==> src/rtl/riscv_pkg.sv <==
// Shared RISC-V branch definitions: B-type func3 encodings.
package riscv_pkg;

  typedef enum logic [2:0] {
    BEQ  = 3'b000,
    BNE  = 3'b001,
    BLT  = 3'b100,
    BGE  = 3'b101,
    BLTU = 3'b110,
    BGEU = 3'b111
  } br_func3_e;

endpackage

==> src/rtl/riscv_branch_cmp.sv <==
// Combinational B-type condition evaluation; func3 010/011 is not a branch.
module riscv_branch_cmp
  import riscv_pkg::*;
#(
  parameter int unsigned XLEN = 32
) (
  input  logic [XLEN-1:0] opr_a,
  input  logic [XLEN-1:0] opr_b,
  input  logic [2:0]      func3,
  input  logic            is_b_type,
  output logic            taken,
  output logic            valid_br
);

  logic eq, lt_s, lt_u;

  assign eq   = (opr_a == opr_b);
  assign lt_s = ($signed(opr_a) < $signed(opr_b));
  assign lt_u = (opr_a < opr_b);

  always_comb begin
    taken    = 1'b0;
    valid_br = 1'b0;
    if (is_b_type) begin
      case (func3)
        BEQ:     begin taken = eq;    valid_br = 1'b1; end
        BNE:     begin taken = !eq;   valid_br = 1'b1; end
        BLT:     begin taken = lt_s;  valid_br = 1'b1; end
        BGE:     begin taken = !lt_s; valid_br = 1'b1; end
        BLTU:    begin taken = lt_u;  valid_br = 1'b1; end
        BGEU:    begin taken = !lt_u; valid_br = 1'b1; end
        default: begin taken = 1'b0;  valid_br = 1'b0; end
      endcase
    end
  end

endmodule

==> src/rtl/riscv_branch_predictor.sv <==
// Branch resolve unit with a saturating-counter direction table indexed by PC or gshare hash,
// a non-speculative global history and a registered mispredict redirect.
module riscv_branch_predictor
  import riscv_pkg::*;
#(
  parameter int unsigned XLEN        = 32,
  parameter int unsigned BHT_ENTRIES = 64,
  parameter int unsigned CTR_W       = 2,
  parameter int unsigned GSHARE      = 0,
  parameter int unsigned GHR_W       = 6
) (
  input  logic             clk,
  input  logic             reset,
  input  logic [XLEN-1:0]  pred_pc_i,
  output logic             pred_taken_o,
  output logic [GHR_W-1:0] pred_ghr_o,
  input  logic             res_valid_i,
  input  logic [XLEN-1:0]  res_pc_i,
  input  logic [GHR_W-1:0] res_ghr_i,
  input  logic             res_pred_taken_i,
  input  logic [XLEN-1:0]  opr_a_i,
  input  logic [XLEN-1:0]  opr_b_i,
  input  logic             is_b_type_ctl_i,
  input  logic [2:0]       instr_func3_ctl_i,
  input  logic [XLEN-1:0]  res_target_i,
  input  logic [XLEN-1:0]  res_next_pc_i,
  output logic             branch_taken_o,
  output logic             mispredict_o,
  output logic [XLEN-1:0]  redirect_pc_o,
  output logic [31:0]      br_cnt_o,
  output logic [31:0]      mispred_cnt_o
);

  localparam int unsigned IDX_W = $clog2(BHT_ENTRIES);
  // Weakly not-taken; evaluates to 0 when CTR_W is 1.
  localparam logic [CTR_W-1:0] CTR_INIT = CTR_W'((1 << (CTR_W - 1)) - 1);

  logic [CTR_W-1:0] bht_q [BHT_ENTRIES];
  logic [GHR_W-1:0] ghr_q;
  logic             mispredict_q;
  logic [XLEN-1:0]  redirect_pc_q;
  logic [31:0]      br_cnt_q, mispred_cnt_q;

  logic             taken, valid_br, upd, mispred;
  logic [IDX_W-1:0] pred_idx, res_idx;
  logic [CTR_W-1:0] res_ctr;
  logic             unused_pc;

  function automatic logic [IDX_W-1:0] bht_index(input logic [XLEN-1:0]  pc,
                                                 input logic [GHR_W-1:0] hist);
    logic [IDX_W-1:0] idx;
    idx = pc[IDX_W+1:2];
    if (GSHARE != 0) idx[GHR_W-1:0] = idx[GHR_W-1:0] ^ hist;
    return idx;
  endfunction

  riscv_branch_cmp #(
    .XLEN(XLEN)
  ) u_cmp (
    .opr_a    (opr_a_i),
    .opr_b    (opr_b_i),
    .func3    (instr_func3_ctl_i),
    .is_b_type(is_b_type_ctl_i),
    .taken    (taken),
    .valid_br (valid_br)
  );

  assign pred_idx = bht_index(pred_pc_i, ghr_q);
  assign res_idx  = bht_index(res_pc_i, res_ghr_i);
  assign res_ctr  = bht_q[res_idx];
  assign upd      = res_valid_i & valid_br;
  assign mispred  = res_valid_i & (taken != res_pred_taken_i);

  assign pred_taken_o   = bht_q[pred_idx][CTR_W-1];
  assign pred_ghr_o     = ghr_q;
  assign branch_taken_o = taken;
  assign mispredict_o   = mispredict_q;
  assign redirect_pc_o  = redirect_pc_q;
  assign br_cnt_o       = br_cnt_q;
  assign mispred_cnt_o  = mispred_cnt_q;

  assign unused_pc = ^{pred_pc_i[XLEN-1:IDX_W+2], pred_pc_i[1:0],
                       res_pc_i[XLEN-1:IDX_W+2], res_pc_i[1:0]};

  // Lookups read the pre-update table and history; there is no bypass.
  always_ff @(posedge clk or posedge reset) begin
    if (reset) begin
      for (int unsigned i = 0; i < BHT_ENTRIES; i++) bht_q[i] <= CTR_INIT;
      ghr_q <= '0;
    end else if (upd) begin
      if (taken && (res_ctr != '1)) begin
        bht_q[res_idx] <= res_ctr + 1'b1;
      end else if (!taken && (res_ctr != '0)) begin
        bht_q[res_idx] <= res_ctr - 1'b1;
      end
      ghr_q <= GHR_W'({ghr_q, taken});
    end
  end

  always_ff @(posedge clk or posedge reset) begin
    if (reset) begin
      mispredict_q  <= 1'b0;
      redirect_pc_q <= '0;
      br_cnt_q      <= '0;
      mispred_cnt_q <= '0;
    end else begin
      mispredict_q <= mispred;
      if (mispred) redirect_pc_q <= taken ? res_target_i : res_next_pc_i;
      if (upd && (br_cnt_q != '1)) br_cnt_q <= br_cnt_q + 32'd1;
      // Non-branches and invalid func3 still redirect but are not counted as branch mispredicts.
      if (mispred && valid_br && (mispred_cnt_q != '1)) mispred_cnt_q <= mispred_cnt_q + 32'd1;
    end
  end

endmodule

==> config.mk <==
export PLATFORM = sky130hd
export DESIGN_NAME = riscv_branch_predictor
export DESIGN_NICKNAME = d
export VERILOG_FILES = /design/src/rtl/riscv_pkg.sv /design/src/rtl/riscv_branch_cmp.sv /design/src/rtl/riscv_branch_predictor.sv
export SDC_FILE = /design/constraint.sdc
export NUM_CORES = 1
export LEC_CHECK = 0
export ABC_CLOCK_PERIOD_IN_PS = 14400
export CELL_PAD_IN_SITES_DETAIL_PLACEMENT = 0
export CELL_PAD_IN_SITES_GLOBAL_PLACEMENT = 1
export CORE_MARGIN = 1.5
export CORE_UTILIZATION = 42
export CTS_CLUSTER_DIAMETER = 150
export DETAILED_ROUTE_END_ITERATION = 12
export PLACE_DENSITY = 0.89
export SLEW_MARGIN = 20
export SYNTH_ARGS = -nofsm -noshare
export SYNTH_HDL_FRONTEND = slang
export SYNTH_HIERARCHICAL = 1
export SYNTH_SLANG_ARGS = --single-unit
==> constraint.sdc <==
create_clock -name clk -period 14.4 [get_ports clk]
set_input_delay 2.16 -clock clk [delete_from_list [all_inputs] [get_ports clk]]
set_output_delay 2.16 -clock clk [all_outputs]
set_load 0.02 [all_outputs]
==> results of run 1 <==
==> layer usage <==
metal / track usage / vias up / routed length (um)
met5: 0 / - / 0
met4: 0.0854 / 0 / 1020
met3: 0.0820 / 65 / 3440
met2: 0.392 / 341 / 18000
met1: 0.278 / 4909 / 14200
li1: - / 4602 / -
==> kinds of logic after synthesis <==
logic type,count (synthesis)
AOI/OAI and AO/OA,131
xor gates and xnor gates,64
adders and majority gates,36
buffers and inverters,94
DFF,231
muxes,217
and+or+nand+nor,361
==> power groups by stage <==
stage	sequential [mW]	combinational [mW]	clock, mW
after global placement	0.773	0.360	0
final	0.767	0.366	0.720
after detailed placement	0.775	0.366	0
after floorplan	0.810	0.152	0
after CTS	0.766	0.368	0.734
after global routing	0.774	0.395	0.761
==> cells in the mapped netlist (3+ instances only) <==
library cell  instances
a211oi_1              5
a21oi_1              22
a221o_1               4
a221oi_1              6
a22oi_1               9
a31oi_1               8
and2_1                9
and3_1               15
and4_1               14
buf_1                 3
buf_2                12
buf_4                 5
buf_6                 3
clkbuf_1             24
dfrtp_1             167
dfstp_2              64
ha_1                 36
inv_1                44
mux2_2              132
mux2i_1              56
mux4_1                3
mux4_2               25
nand2_1             134
nand3_1              41
nand3b_1              4
nand4_1              28
nand4_2               3
nor2_1               57
nor2b_1               7
nor3_1               12
nor4_4                4
o211ai_1              5
o21ai_0              41
o21ai_1               3
o22ai_1               5
or2_2                 3
or4_4                 3
xnor2_1              47
xor2_1               17
==> per-stage QoR <==
stage / area (sq um) / setup WS (ns) / hold slack, ns
global route: 16600 / 6.87 / 0.496
finish: 16600 / 6.98 / 0.475
CTS: 16600 / 6.99 / 0.483
detailed placement: 15600 / 7.00 / 0.469
floorplan: 12800 / 6.01 / 0.488
global placement: 15600 / 7.02 / 0.460
==> path summary, 6_finish.rpt <==
path	startpoint	end	slack [ns]	cells past startpoint
min reg2reg	redirect_pc_o[30]$_DFFE_PP0P_	redirect_pc_o[30]$_DFFE_PP0P_	0.48	2
min	redirect_pc_o[30]$_DFFE_PP0P_	redirect_pc_o[30]$_DFFE_PP0P_	0.48	2
max in group asynchronous	reset	bht_q[27]$_DFFE_PP0P_	10.92	3
max reg2reg	register	bht_q[27]$_DFFE_PP0P_	10.10	10
max	opr_b_i[31]	branch_taken_o	6.98	10
min in group asynchronous	reset	redirect_pc_o[22]$_DFFE_PP0P_	2.18	2
==> worst max-delay path, stage by stage <==
cell             delay (ns)
clkdlybuf4s50_1        0.46
inv_1                  0.04
ha_1                   0.36
nand4_2                0.16
or4_4                  0.58
or3_1                  0.36
a21oi_1                0.16
o31ai_1                0.11
a31oi_4                0.19
clkdlybuf4s50_1        0.67
==> final cells by class <==
class	instances	area, sq um
fill	2563	13200
antenna	6	15.0
clock buffer	37	793
timing repair buffer	262	2600
sequential	231	5860
clock inverter	12	149
tap	390	488
inverter	45	181
multi-input combinational	809	6500
==> results.json, run 1 <==
{
  "status": "completed",
  "grt_setup_unrepaired": "false",
  "p_comb_frac": 0.197,
  "yosysUniqueCellTypes": 78,
  "grt_pass1_vias": 10370,
  "synth_top_cell_by_area": "dfrtp_1",
  "ant_nets": 0,
  "grt_max_degree": 148,
  "finalSetupTns_ns": 0,
  "io_pins": 311,
  "cp.arrival_ns": 5.26,
  "final_cells": 1792,
  "synthTopCellsByArea": "dfrtp_1 33%, dfstp_2 13%, mux2_2 12%",
  "wl_mm": 36.7,
  "cts_tree": "built",
  "internal_power_mw": 1.33,
  "cts_inserted_buffers": 27,
  "fp.coreArea_sq_um": 29800,
  "io_buffers": 252,
  "synth.mux.area_fraction": 0.211,
  "setup_viol": 0,
  "ir_worst_vdd_v": 0.0000925,
  "dp_cells": 1737,
  "track_usage": 0.234,
  "synth_xor_xnor_area_share": 0.0439,
  "final.period_utilization": 0.515,
  "grt.overflow.total": 0,
  "cts.sinks": 231,
  "finalPower_mw": 1.85,
  "drive_above_1_share": 0.223,
  "num_vias": 9917,
  "mostFrequentLayoutCells": "251 x clkdlybuf4s50_1, 167 x dfrtp_1, 133 x nand2_1",
  "area_delta_synth_final_pct": 29.8,
  "switching_share": 0.280,
  "cp_data_required_time_ns": 12.24,
  "final_nets": 1618,
  "insertion_delay_ns": 0.54,
  "cts_setup_buffers": 0,
  "cts_root_buf": "clkbuf_16",
  "die_x_um": 177,
  "crit_fanout": 5,
  "p_sw_uw": 519,
  "worstSetupPathType": "in -> out",
  "drc": 0,
  "gp_congestion": 0.867,
  "min-delay-path-class": "reg -> reg",
  "grt_pass1_wl_mm": 57.1,
  "skew_ns": 0.0214,
  "synthSimpleGateAreaFrac": 0.149,
  "endpoint_kind": "output pin",
  "final_common_cell": "clkdlybuf4s50_1",
  "p_clk_frac": 0.389,
  "maxCapViolations": 0,
  "initial_utilization": 0.429,
  "die_area_sq_um": 31500,
  "powerDensity_nw_per_um2": 112,
  "ctsHoldBuffers": 0,
  "leakagePower_nw": 7.15,
  "crit_path_start_kind": "input port",
  "die_y_um": 177,
  "worstMarginPinSlew_ns": 1.08,
  "syn_area_per_cell_sq_um": 11.3,
  "yosysTopAreaCellShare": 0.327,
  "synth_top_family_by_area": "multiplexers",
  "firstDrtPassIters": 5,
  "clock_path_buffers": 3,
  "clk_pin_slew_worst_paths_ns": 0.06,
  "hpwl_mm": 25.9,
  "drv_slew": 0,
  "ctsHtreeMaxLevel": 1,
  "synth_compound_area_frac": 0.0675,
  "yosysWarnings": 6,
  "synth-adder-area-share": 0.0353,
  "antenna_found_initial": 6,
  "ys_seq_area_frac": 0.459,
  "rows": 63,
  "min_period_ns": 7.42,
  "slew_headroom": 0.280,
  "first_iter_violations": 630,
  "cts_resized": 0,
  "hold_viol": 0,
  "final_core_util": 0.557,
  "p_seq_frac": 0.414,
  "fmax_mhz": 135,
  "synth_cells": 1134,
  "ys_seq_elements": 231,
  "via_per_inst": 5.53,
  "wl_per_cell_um": 20.5,
  "syn-cell-area_sq_um": 12800,
  "yosys_most_used_dff": "dfrtp_1",
  "syn_nets": 1376,
  "synth_edf_count": 0,
  "async_flop_share": 1.00
}
No activity file was read; power rests on OpenSTA's default activity.
==> run 2, diff against run 1 <==
ABC_CLOCK_PERIOD_IN_PS = 6200   (was 14400)
CORE_UTILIZATION = 35   (was 42)
PLACE_DENSITY = 0.79   (was 0.89)
clock period = 6.2 ns   (was 14.4 ns; I/O delays follow)
==> run 2 against run 1 <==
Against the previous run: sequential cell count unchanged; clock skew decreased by 0.0058 ns; setup slack got worse by 6.0 ns; the run now ends with DRC left; via count decreased by 0.58%; design area increased by 1.5%.
==> results.json, run 2 (synthesis results as in run 1) <==
{
  "min-delay-path-class": "reg -> reg",
  "clock_path_buffers": 3,
  "final_nets": 1632,
  "ir_worst_vdd_v": 0.000210,
  "regToRegSetupSlack_ns": 2.66,
  "crit_path_start_kind": "input port",
  "area_delta_synth_final_pct": 31.8,
  "crit_chain": "clkdlybuf4s50_1 > inv_1 > ha_1 > nand4_2 > nor3_1 > a211o_1 > or2_2 > or4_1 > a31oi_4 > clkdlybuf4s50_1",
  "mostFrequentLayoutCells": "251 x clkdlybuf4s50_1, 167 x dfrtp_1, 133 x nand2_1",
  "wl_per_cell_um": 19.4,
  "cts_resized": 0,
  "grt_setup_unrepaired": "false",
  "io_buffers": 252,
  "grt.met2_usage": 0.328,
  "cts_tree": "built",
  "worstSetupPathType": "in -> out",
  "grt_util_met3": 0.0548,
  "die_y_um": 194,
  "initial_utilization": 0.357,
  "hold-path-endpoint": "redirect_pc_o[15]$_DFFE_PP0P_",
  "fmax_mhz": 193,
  "cp.arrival_ns": 4.26,
  "rows": 69,
  "grt_pass1_vias": 10427,
  "cp_common_cell": "clkdlybuf4s50_1",
  "first_iter_violations": 460,
  "grt.overflow.total": 0,
  "leakagePower_nw": 7.25,
  "cts.sinks": 231,
  "grtUsageMet1": 0.233,
  "skew_ns": 0.0156,
  "wl_mm": 36.3,
  "via_per_inst": 5.26,
  "ctsHtreeMaxLevel": 1,
  "track_usage": 0.192,
  "insertion_delay_ns": 0.56,
  "min_period_ns": 5.19,
  "final_common_cell": "clkdlybuf4s50_1",
  "fp.coreArea_sq_um": 35700,
  "hpwl_mm": 26.1,
  "final.period_utilization": 0.837,
  "grt_pass1_wl_mm": 57.7,
  "ant_nets": 0,
  "drv_slew": 0,
  "hold_path_startpoint": "redirect_pc_o[15]$_DFFE_PP0P_",
  "drive_above_1_share": 0.229,
  "io_pins": 311,
  "gp_congestion": 0.835,
  "maxCapViolations": 0,
  "rr_endpoint": "bht_q[23]$_DFFE_PP0P_",
  "cp_data_required_time_ns": 5.27,
  "r2r-start": "bht_q[1]$_DFFE_PP0P_",
  "slowest_delay_ns": 0.69,
  "violations": "DRC",
  "num_vias": 9859,
  "die_x_um": 194,
  "slew_headroom": 0.406,
  "finalSetupTns_ns": 0,
  "endpoint_kind": "output pin",
  "crit_fanout": 5,
  "holdPathStages": 2,
  "clk_pin_slew_worst_paths_ns": 0.06,
  "crit_slowest_cell": "clkdlybuf4s50_1",
  "diodes": 0,
  "setup_viol": 0,
  "fill_cells": 3328,
  "final_core_util": 0.471,
  "powerDensity_nw_per_um2": 263,
  "cts_root_buf": "clkbuf_16",
  "cts_setup_buffers": 0,
  "drc": 3,
  "ctsHoldBuffers": 0,
  "worstMarginPinSlew_ns": 0.892,
  "cts_inserted_buffers": 28,
  "firstDrtPassIters": 9,
  "antenna_found_initial": 1,
  "grt_max_degree": 129,
  "die_area_sq_um": 37600,
  "hold_viol": 0,
  "grt.busiest_layer": "met2",
  "ff2ff_path_depth": 11,
  "status": "finished, violations left"
}
-- run 2: changes by cell type in the layout (fill, tap and decap cells not counted), moves of 2 or more --
cell	previous run	this run
clkbuf_1	2	6
clkbuf_16	27	29
clkbuf_8	8	5
diode_2	6	0
buf_4	9	21
buf_12	0	2
bufinv_16	3	5
-- run 2: routing by layer --
layer  wire length, um  vias up
li1                  -     4630
met1             15100     4852
met2             17500      294
met3              2480       81
met4              1120        2
met5                17        -
-- run 2: worst max-delay path by stage --
stage                start                      to  slack (ns)  cells past startpoint
6_report       opr_b_i[31]          branch_taken_o        1.01                     10
3_3_place_gp   res_pc_i[2]   bht_q[67]$_DFFE_PP0P_        0.80                     13
2_1_floorplan  opr_b_i[31]  bht_q[107]$_DFFE_PP0P_        1.69                     14
5_1_grt        opr_b_i[31]          branch_taken_o        0.89                     10
4_1_cts        opr_b_i[31]          branch_taken_o        0.99                     10
3_5_place_dp   res_pc_i[2]   bht_q[23]$_DFFE_PP0P_        0.78                     13
-- run 2: power by group --
part | switching [mW] | internal (mW) | total, mW
clock network | 0.665 | 1.12 | 1.79
registers | 0.108 | 1.67 | 1.78
logic | 0.439 | 0.416 | 0.855
total | 1.21 | 3.21 | 4.42
-- run 2: layout make-up --
type                       count  area [sq um]  share of cell area
inverter                      45           173              0.0103
sequential                   231          5860               0.348
multi-input combinational    809          6490               0.386
clock inverter                12           196              0.0117
timing repair buffer         275          2720               0.161
tap                          461           577              0.0343
clock buffer                  40           817              0.0485
-- run 2: metrics by stage --
step | setup WS (ns) | std cells | power [mW] | hold slack, ns | area, sq um
after global routing | 0.888 | 1873 | 4.60 | 0.499 | 16800
after CTS | 0.989 | 1873 | 4.48 | 0.486 | 16800
after global placement | 0.797 | 1821 | 2.64 | 0.464 | 15800
after detailed placement | 0.778 | 1821 | 2.66 | 0.472 | 15800
final | 1.01 | 1873 | 4.42 | 0.478 | 16800
after floorplan | 1.69 | 1134 | 2.23 | 0.488 | 12800
-- run 2: worst max-delay path: cells and delay by family --
family	cells	cell delay, ns
adder cells (fa/ha/maj)	1	0.33
buffers and inverters	3	1.18
AND/OR/NAND/NOR	4	1.07
AO/OA/AOI/OAI	2	0.73
==> run 3, diff against run 2 <==
ABC_CLOCK_PERIOD_IN_PS = 4950   (was 6200)
CORE_UTILIZATION = 39   (was 35)
PLACE_DENSITY = 0.84   (was 0.79)
clock period = 4.95 ns   (was 6.2 ns; I/O delays follow)
==> run 3 against run 2 <==
Against the previous run: the flow now finishes without violations; clock skew rose by 0.0019 ns; clock power rose by 8%; global-route usage rose by 2.3 points; cell count rose by 0.37%; critical path depth did not move; sequential cell count did not move; largest power group is now registers.
==> results.json, run 3 (synthesis results as in run 1) <==
{
  "status": "completed",
  "setup_viol": 0,
  "cts_tree": "built",
  "firstDrtPassIters": 5,
  "startpoint": "opr_b_i[31]",
  "regToRegSetupSlack_ns": 1.64,
  "ctsHoldBuffers": 0,
  "grt_pass1_wl_mm": 57.0,
  "powerDensity_nw_per_um2": 310,
  "final_cell_area_sq_um": 16900,
  "multi_input_area_sq_um": 6490,
  "cp.arrival_ns": 4.01,
  "crit_fanout": 5,
  "cts_setup_buffers": 0,
  "r2r-start": "bht_q[25]$_DFFE_PP0P_",
  "cp_common_cell": "clkdlybuf4s50_1",
  "fill_cells": 2894,
  "maxCapViolations": 0,
  "wl_per_cell_um": 19.1,
  "internal_power_mw": 3.80,
  "cp_data_required_time_ns": 4.21,
  "drive_above_1_share": 0.240,
  "mostFrequentLayoutCells": "251 x clkdlybuf4s50_1, 167 x dfrtp_1, 133 x nand2_1",
  "switching_share": 0.275,
  "die_y_um": 184,
  "finalSetupTns_ns": 0,
  "final_common_cell": "clkdlybuf4s50_1",
  "crit_slowest_cell": "clkdlybuf4s50_1",
  "ctsHtreeMaxLevel": 1,
  "die_area_sq_um": 33800,
  "fp.coreArea_sq_um": 32400,
  "crit_path_end": "branch_taken_o",
  "dpl_cell_area_sq_um": 16000,
  "leakagePower_nw": 7.31,
  "via_per_inst": 5.28,
  "rr_endpoint": "bht_q[81]$_DFFE_PP0P_",
  "seq_area_sq_um": 5860,
  "hpwl_mm": 26.6,
  "antenna_found_initial": 3,
  "min-delay-path-class": "reg -> reg",
  "crit_chain": "clkdlybuf4s50_1 > inv_1 > ha_1 > nand4_2 > nor3_1 > a211o_1 > or2_2 > or4_1 > a31oi_4 > clkdlybuf4s50_1",
  "cts_inserted_buffers": 25,
  "clock_path_buffers": 3,
  "ir_worst_vdd_v": 0.000318,
  "slowest_delay_ns": 0.70,
  "final_core_util": 0.522,
  "num_vias": 9933,
  "worstSetupPathType": "in -> out",
  "min_period_ns": 4.75,
  "grt.overflow.total": 0,
  "final_nets": 1659,
  "drc": 0,
  "grt_max_degree": 121,
  "fmax_mhz": 210,
  "p_sw_mw": 1.44,
  "io_pins": 311,
  "area_delta_synth_final_pct": 32.3,
  "slew_headroom": 0.468,
  "p_seq_frac": 0.424,
  "hold_viol": 0,
  "die_x_um": 184,
  "grt_pass1_vias": 10314,
  "skew_ns": 0.0175,
  "rows": 66,
  "p_clk_frac": 0.370,
  "cts_resized": 0,
  "crit_path_start_kind": "input port",
  "io_buffers": 252,
  "track_usage": 0.215,
  "insertion_delay_ns": 0.53,
  "p_comb_frac": 0.206,
  "worstMarginPinSlew_ns": 0.794,
  "hold_ws_ns": 0.477,
  "cts.sinks": 231,
  "clk_pin_slew_worst_paths_ns": 0.06,
  "gp_congestion": 0.906,
  "finalPower_mw": 5.25,
  "grt_setup_unrepaired": "false",
  "ant_nets": 0,
  "final.period_utilization": 0.960,
  "ff2ff_path_depth": 12,
  "endpoint_kind": "output pin",
  "wl_mm": 36.0,
  "first_iter_violations": 540,
  "cts_root_buf": "clkbuf_16",
  "initial_utilization": 0.395,
  "drv_slew": 0
}
==> run 3: changes by cell type in the layout (fill, tap and decap cells not counted), moves of 2 or more <==
cell,change
bufinv_16,-3
clkbuf_16,-4
inv_6,-2
clkbuf_8,+5
clkinv_2,-3
diode_2,+3
buf_4,+29
==> run 3: final cells by class <==
| class | count | share of cell area |
|---|---|---|
| clock buffer | 42 | 0.0467 |
| timing repair buffer | 305 | 0.175 |
| sequential | 231 | 0.347 |
| tap | 442 | 0.0327 |
| multi-input combinational | 809 | 0.384 |
| inverter | 45 | 0.0102 |
| clock inverter | 3 | 0.00385 |
| antenna | 3 | 0.000444 |
==> run 3: critical path, delay by kind of cell <==
kind | cells | cell delay, ns
AO/OA/AOI/OAI | 2 | 0.62
AND/OR/NAND/NOR | 4 | 1.09
buffers and inverters | 3 | 1.19
adder cells (fa/ha/maj) | 1 | 0.35
==> run 3: metrics by stage <==
step	instances	setup slack, ns
after floorplan	1134	0.629
after CTS	1877	0.155
after detailed placement	1832	0.0806
final	1880	0.198
after global placement	1832	0.108
after global routing	1880	0.0510
==> run 3: power by group through the flow <==
stage	Clock (mW)	Combinational (mW)	Sequential (mW)
final	1.94	1.08	2.23
after global routing	2.05	1.17	2.25
after CTS	1.98	1.09	2.23
after detailed placement	0	1.08	2.25
after global placement	0	1.07	2.24
after floorplan	0	0.443	2.36
==> run 3: worst min-delay path by stage <==
stage | from | end | depth (start not counted)
after CTS | redirect_pc_o[9]$_DFFE_PP0P_ | redirect_pc_o[9]$_DFFE_PP0P_ | 2
after global placement | redirect_pc_o[3]$_DFFE_PP0P_ | redirect_pc_o[3]$_DFFE_PP0P_ | 2
after floorplan | bht_q[111]$_DFFE_PP0P_ | bht_q[111]$_DFFE_PP0P_ | 1
after detailed placement | redirect_pc_o[9]$_DFFE_PP0P_ | redirect_pc_o[9]$_DFFE_PP0P_ | 2
after global routing | redirect_pc_o[25]$_DFFE_PP0P_ | redirect_pc_o[25]$_DFFE_PP0P_ | 2
final | redirect_pc_o[23]$_DFFE_PP0P_ | redirect_pc_o[23]$_DFFE_PP0P_ | 2
==> run 3: routing by layer <==
metal  up-vias  GRT usage  part of all wire
met3        58     0.0717             0.088
met2       299      0.369              0.48
met5         -          0                 0
met4         0     0.0548             0.023
li1       4678          -                 -
met1      4898      0.258              0.41
